## src/rtl/lfsr_arb_ctrl.sv

```systemverilog
// Two-requester round-robin front end for a 64-bit LFSR random-word generator.
// Each granted request runs N_STEPS shifts, then delivers one word with a single-cycle valid.
module lfsr_arb_ctrl #(
  parameter int unsigned N_STEPS      = 8,
  parameter logic [63:0] DEFAULT_SEED = 64'h0000_0000_0000_0001
) (
  input  logic        clk,
  input  logic        reset,
  input  logic [63:0] seed_in,
  input  logic        seed_load,
  input  logic [1:0]  req,
  output logic [1:0]  gnt,
  output logic        valid,
  output logic [63:0] rnd_out,
  output logic        busy,
  output logic        seed_err,
  output logic        seed_ign
);

  typedef enum logic [1:0] {IDLE, LOAD, RUN, DONE} state_e;

  localparam logic [7:0]  LAST_CNT = 8'(N_STEPS - 1);
  localparam logic [63:0] LOCKUP   = 64'hFFFF_FFFF_FFFF_FFFF;

  state_e      state_q, state_d;
  logic [63:0] lfsr_q, lfsr_d;
  logic [63:0] hold_q, hold_d;
  logic [7:0]  cnt_q, cnt_d;
  logic [1:0]  gnt_q, gnt_d;
  logic        last_q, last_d;
  logic        valid_q, valid_d;
  logic [63:0] rnd_q, rnd_d;
  logic        err_q, err_d;
  logic        ign_q, ign_d;
  logic        pick_s;

  function automatic logic [63:0] lfsr_step(input logic [63:0] v);
    return {v[62:0], ~(v[63] ^ v[62] ^ v[60] ^ v[59])};
  endfunction

  // Next-state and output decode
  always_comb begin
    state_d = state_q;
    lfsr_d  = lfsr_q;
    hold_d  = hold_q;
    cnt_d   = cnt_q;
    last_d  = last_q;
    rnd_d   = rnd_q;
    err_d   = err_q;
    valid_d = 1'b0;
    ign_d   = 1'b0;
    pick_s  = 1'b0;
    // Grant is held through the valid cycle and dropped on the edge after it
    if (valid_q) begin
      gnt_d = 2'b00;
    end else begin
      gnt_d = gnt_q;
    end
    case (state_q)
      IDLE: begin
        if (seed_load) begin
          hold_d  = seed_in;
          state_d = LOAD;
        end else if ((req != 2'b00) && !valid_q) begin
          if (req == 2'b11) begin
            pick_s = ~last_q;
          end else begin
            pick_s = req[1];
          end
          gnt_d   = pick_s ? 2'b10 : 2'b01;
          last_d  = pick_s;
          cnt_d   = 8'd0;
          state_d = RUN;
        end else begin
          state_d = IDLE;
        end
      end
      LOAD: begin
        ign_d = seed_load;
        if (hold_q == LOCKUP) begin
          lfsr_d = DEFAULT_SEED;
          err_d  = 1'b1;
        end else begin
          lfsr_d = hold_q;
        end
        state_d = IDLE;
      end
      RUN: begin
        ign_d  = seed_load;
        lfsr_d = lfsr_step(lfsr_q);
        cnt_d  = cnt_q + 8'd1;
        if (cnt_q == LAST_CNT) begin
          state_d = DONE;
        end else begin
          state_d = RUN;
        end
      end
      DONE: begin
        ign_d   = seed_load;
        valid_d = 1'b1;
        rnd_d   = lfsr_q;
        state_d = IDLE;
      end
      default: begin
        state_d = IDLE;
      end
    endcase
  end

  // State and output registers with synchronous active-low reset
  always_ff @(posedge clk) begin
    if (!reset) begin
      state_q <= IDLE;
      lfsr_q  <= DEFAULT_SEED;
      hold_q  <= 64'd0;
      cnt_q   <= 8'd0;
      gnt_q   <= 2'b00;
      last_q  <= 1'b1;
      valid_q <= 1'b0;
      rnd_q   <= 64'd0;
      err_q   <= 1'b0;
      ign_q   <= 1'b0;
    end else begin
      state_q <= state_d;
      lfsr_q  <= lfsr_d;
      hold_q  <= hold_d;
      cnt_q   <= cnt_d;
      gnt_q   <= gnt_d;
      last_q  <= last_d;
      valid_q <= valid_d;
      rnd_q   <= rnd_d;
      err_q   <= err_d;
      ign_q   <= ign_d;
    end
  end

  assign gnt      = gnt_q;
  assign valid    = valid_q;
  assign rnd_out  = rnd_q;
  assign busy     = (state_q == RUN) || (state_q == DONE);
  assign seed_err = err_q;
  assign seed_ign = ign_q;

endmodule
```

## config.mk

```make
export PLATFORM = sky130hd
export DESIGN_NAME = lfsr_arb_ctrl
export DESIGN_NICKNAME = d
export VERILOG_FILES = /design/src/rtl/lfsr_arb_ctrl.sv
export SDC_FILE = /design/constraint.sdc
export NUM_CORES = 1
export LEC_CHECK = 0
export CAP_MARGIN = 20
export CORE_ASPECT_RATIO = 1.2
export CORE_UTILIZATION = 55
export CTS_CLUSTER_DIAMETER = 60
export DETAILED_ROUTE_END_ITERATION = 10
export DONT_BUFFER_PORTS = 1
export PLACE_DENSITY = 0.75
export SYNTH_ARGS = -nofsm -noshare
export SYNTH_HDL_FRONTEND = slang
export SYNTH_SLANG_ARGS = --single-unit
```

## constraint.sdc

```tcl
create_clock -name clk -period 1.85 [get_ports clk]
set_input_delay 0.185 -clock clk [delete_from_list [all_inputs] [get_ports clk]]
set_output_delay 0.185 -clock clk [all_outputs]
set_load 0.01 [all_outputs]
```

# Word-level counts from Yosys, hierarchy flattened
# Cells that the tools add are included.
# W data, S select, Z words.
[word_totals] reg_bits=208 output_inout_bits=70
[classes] bitwise=6 n_addsub=1 reduce_logical=14 eq_ne=8 mux=19
[ops] op="$pmux W64 S2" count=1
[ops] op="$eq A64 B64 Y1 const B" count=1
[ops] op="$mux W64" count=1
[ops] op="$mux W8" count=2
[ops] op="$pmux W8 S2" count=1
[ops] op="$mux W2" count=7
[ops] op="$add A8 B1 Y8 const B" count=1
[ops] op="$eq A8 B3 Y1 const B" count=1
[ops] op="$eq A2 B2 Y1 const B" count=3
[ops] op="$mux W1" count=6
[ops] op="$pmux W2 S3" count=1
[ops] op="$reduce_and A2 Y1" count=3
[ops] op="$reduce_and A3 Y1" count=2
[ops] op="$reduce_bool A2 Y1" count=3
[ops] op="$ne A2 B2 Y1 const B" count=2
[ops] op="$not A1 Y1" count=3
[ops] op="$reduce_or A3 Y1" count=1
[ops] op="$xor A1 B1 Y1" count=3
[ops] op="$eq A2 B1 Y1 const B" count=1
[ops] op="$logic_not A2 Y1" count=1
[ops] op="$reduce_or A2 Y1" count=1
[ops] op="$logic_and A1 B1 Y1" count=1
[ops] op="$logic_not A1 Y1" count=1
[ops] op="$logic_or A1 B1 Y1" count=1

# Longest topological paths before layout
[logic_depth] word_depth=9 depth_mapped=7 depth_no_buf=6

# Worst setup path after synthesis
# Ideal clock, no wire load.
[synth_timing] path_type="register to register" from="reg hold_q[4]" to="reg lfsr_q[27]" path_stages_with_launch=6 path_buffers=1 arrival_time_ps=1810 synth_period_minus_slack_ps=1936 setup_slack_ps=-86 path_cell_list="dfxtp_1 -> nand4_1 -> or4_1 -> o41ai_4 -> clkbuf_2 -> o21ai_0"
[synth_between] elab_chain_cells=3
[synth_lines] element="start, declared" line_no="27" rtl="logic [63:0] hold_q, hold_d;"
[synth_lines] element="start signal, assigned" line_no="126" rtl="hold_q <= hold_d;"
[synth_lines] element="$eq A64 B64 Y1" line_no="80" rtl="if (hold_q == LOCKUP) begin"
[synth_lines] element="$mux W64" line_no="80"
[synth_lines] element="$pmux W64 S2" line_no="59" rtl="case (state_q)"
[synth_lines] element="end signal, assigned" line_no="125" rtl="lfsr_q <= lfsr_d;"
[synth_lines] element="end, declared" line_no="26" rtl="logic [63:0] lfsr_q, lfsr_d;"
# Every way passes these cells.
# A chain may end at the register's enable or synchronous reset.

# Worst setup path after layout
[layout_timing] from="reg hold_q[58]" to="reg lfsr_q[20]"
# Same word-level chain as after synthesis.

==> reports/results.ini <==
[outcome]
status = finished with violations
violations = setup timing

[clock_network]
cts.sinks = 208
clk_pin_slew_ns = 0.07
numCtsBuffers = 20
cts-root-buf = clkbuf_16
cts_tree = built
h-tree-depth = 1
cts_buffer_depth = 3
worstSkewPairLatency_ns = 0.49

[synth]
synth_xor_area_share_pct = 0.336
synthesis.area_um2 = 7820
synth_common_cells = 208 x dfxtp_1, 139 x nand2_1, 77 x a21oi_1
synthDominantCellAreaShare_pct = 53.3
synth_edf_count = 0
synth_top_family_by_area = compound AO/OA/AOI/OAI gates
yosysMostFrequentCell = dfxtp_1
synthesis.nets = 963
synth_top_cell_by_area = dfxtp_1
synth_warnings = 0
ys_seq_area_share_pct = 53.3
synthMuxAreaShare_pct = 8.19
synth.avg_cell_area_um2 = 8.79
ys.flop_type = dfxtp_1
synth_cells = 889
yosys-top-cells-area = dfxtp_1 53%, mux2i_1 8.2%, nand2_1 6.7%
synth_fa_ha_area_share_pct = 0.800
synthArstFlopShare_pct = 0
synth_compound_area_share_pct = 16.3
synth_simple_gate_area_share_pct = 15.0
post_synth_num_cell_types = 32
ys_ff_latch = 208

[setup_path]
slowest_delay_ns = 0.57
crit_slowest_cell = or4_4
crit_fanout = 10
endpoint_kind = flop
critPathArrivalTime_ns = 2.37
critical_path_class = reg2reg
path_cells = nand4_1 > or4_4 > o41ai_4 > buf_6 > clkbuf_16 > o21ai_1
required_ns = 2.22
startpoint_type = flop

[die]
coreArea_um2 = 13800
io_pins = 139
initial_core_util_pct = 56.6
die_h_um = 133
die_x_um = 111
die-area_um2 = 14700
rows = 47

[power_and_ir_drop]
p_total_mw = 9.70
vdd_ir_drop_max_mv = 0.921
p_leak_nw = 3.71
p_per_area_nw_per_um2 = 953

[sta]
setup_viol = 63
tightest_slew_ns = 0.634
hold_violations = 0
whs_ns = 0.0519
finalCriticalPeriod_ns = 2.00
setup_ws_ns = -0.152
rsz0062_at_grt = true
drv_slew = 0
max_freq_mhz = 500
clock_skew_ns = 0.00779
tns_ns = -7.78
max_slew_margin_pct = 57.7
finalCritPeriodShare_pct = 108

[route]
wire_per_inst_um = 17.7
wl_mm = 21.3
drtPass1Iterations = 5
vias = 6753
postRouteAntennaNets = 0
route.detailed.drc = 0
vias_per_cell = 5.62
drt_iter0_drc = 538

[run]
max_cap_viol_count = 0

[final_layout]
fill_cells = 961
finalNonFillerCells = 1202
area_delta_synth_final_pct = 30.2
drive_gt1_share_pct = 16.7
final_nets = 1095
n_antenna_cell = 0

[grt]
grt_pass1_vias = 6683
grt_pass1_wl_mm = 33.5
grt-ovfl-total = 0
grt_use_total_pct = 27.9
grt_max_degree = 75
grt_antenna_before_repair = 0

[place]
port_buffers = 0
place_hpwl_mm = 13.0
routabilityCongestion = 0.824
placed_cells = 1087

[min_path]
hp-class = in2reg

what timing repair did:
item | 4_1_cts | 5_1_grt
gates cloned | 2 | 2
buffers inserted | 8 | 3
setup endpoints to repair | 63 | 72
pin swaps | 6 | 7
hold buffers | 68 | 0
gates resized for setup | 54 | 37
endpoints found under the hold margin | 77 | 0
state kept, by name, indices dropped and copies added, names as in the netlist:
signal / count
cnt_q: 8
gnt: 2
hold_q: 64
last_q: 1
lfsr_q: 64
rnd_out: 64
seed_err: 1
seed_ign: 1
state_q: 2
valid: 1
worst max-delay path, delay by kind of cell, from the launching register on:
family | cells | cell delay (ns)
AND/OR/NAND/NOR | 2 | 0.69
AO/OA/AOI/OAI | 2 | 0.46
buffers and inverters | 2 | 0.38
flip-flops | 1 | 0.33
worst paths after layout:
path | from | slack [ns] | endpoint | cells after the start
setup / recovery | hold_q[58]$_SDFFE_PN0P_ | -0.15 | lfsr_q[20]$_SDFFE_PN0P_ | 6
hold / removal | reset | 0.05 | lfsr_q[0]$_SDFFE_PN1P_ | 3
hold reg to reg | last_q$_SDFFE_PN1P_ | 0.46 | last_q$_SDFFE_PN1P_ | 1
setup reg to reg | hold_q[58]$_SDFFE_PN0P_ | -0.15 | lfsr_q[20]$_SDFFE_PN0P_ | 6
report_power, final:
| group | internal [mW] | switching (mW) |
|---|---|---|
| clock network | 2.28 | 1.66 |
| logic | 0.460 | 0.542 |
| registers | 4.64 | 0.114 |
| total | 7.38 | 2.32 |
cells in the final DEF, fill, tap and decap left out, drive strengths merged:
master / instances
dlygate4sd3: 68
bufinv: 1
o41ai: 1
inv: 69
dfxtp: 208
nand3: 5
or3: 4
or4: 9
and2: 2
xnor2: 3
nor4: 4
o31ai: 4
nand3b: 1
or2: 2
nand2b: 1
nand2: 139
a22oi: 63
buf: 96
nand4: 29
nor2b: 2
clkbuf: 30
a211oi: 1
a21oi: 77
clkinv: 3
a21o: 2
nor2: 69
nor3b: 2
ha: 5
mux2i: 64
o21ai: 67
layer usage:
metal | GRT usage (%) | share of wire [%] | up-vias
met4 | 8.15 | 2.1 | 0
met2 | 50.7 | 51 | 199
met1 | 33.5 | 41 | 3226
met3 | 4.76 | 5.2 | 32
li1 | - | - | 3296
met5 | 0 | 0 | -
per-stage QoR:
step           util, %  setup slack (ns)  cell area (µm²)
6_report          73.7            -0.152            10200
5_1_grt           73.7            -0.211            10200
4_1_cts           72.5            -0.105            10000
3_5_place_dp      61.9            -0.232             8560
3_3_place_gp      61.9            -0.212             8560
2_1_floorplan        -           -0.0321             7840
layout make-up:
type | count | area [µm²] | area share [%]
clock inverters | 4 | 45.0 | 0.442
clock buffers | 28 | 572 | 5.62
multi-input cells | 556 | 3300 | 32.5
repair buffers | 166 | 1600 | 15.7
flip-flops and latches | 208 | 4190 | 41.1
well taps | 171 | 214 | 2.10
inverters | 69 | 262 | 2.57
logic make-up after synthesis:
logic type,after synthesis
muxes,64
buffers and inverters,125
DFF,208
adders and majority gates,5
AOI/OAI and AO/OA,215
xor gates and xnor gates,3
and+or+nand+nor,269
No activity file was read; power rests on OpenSTA's default activity.
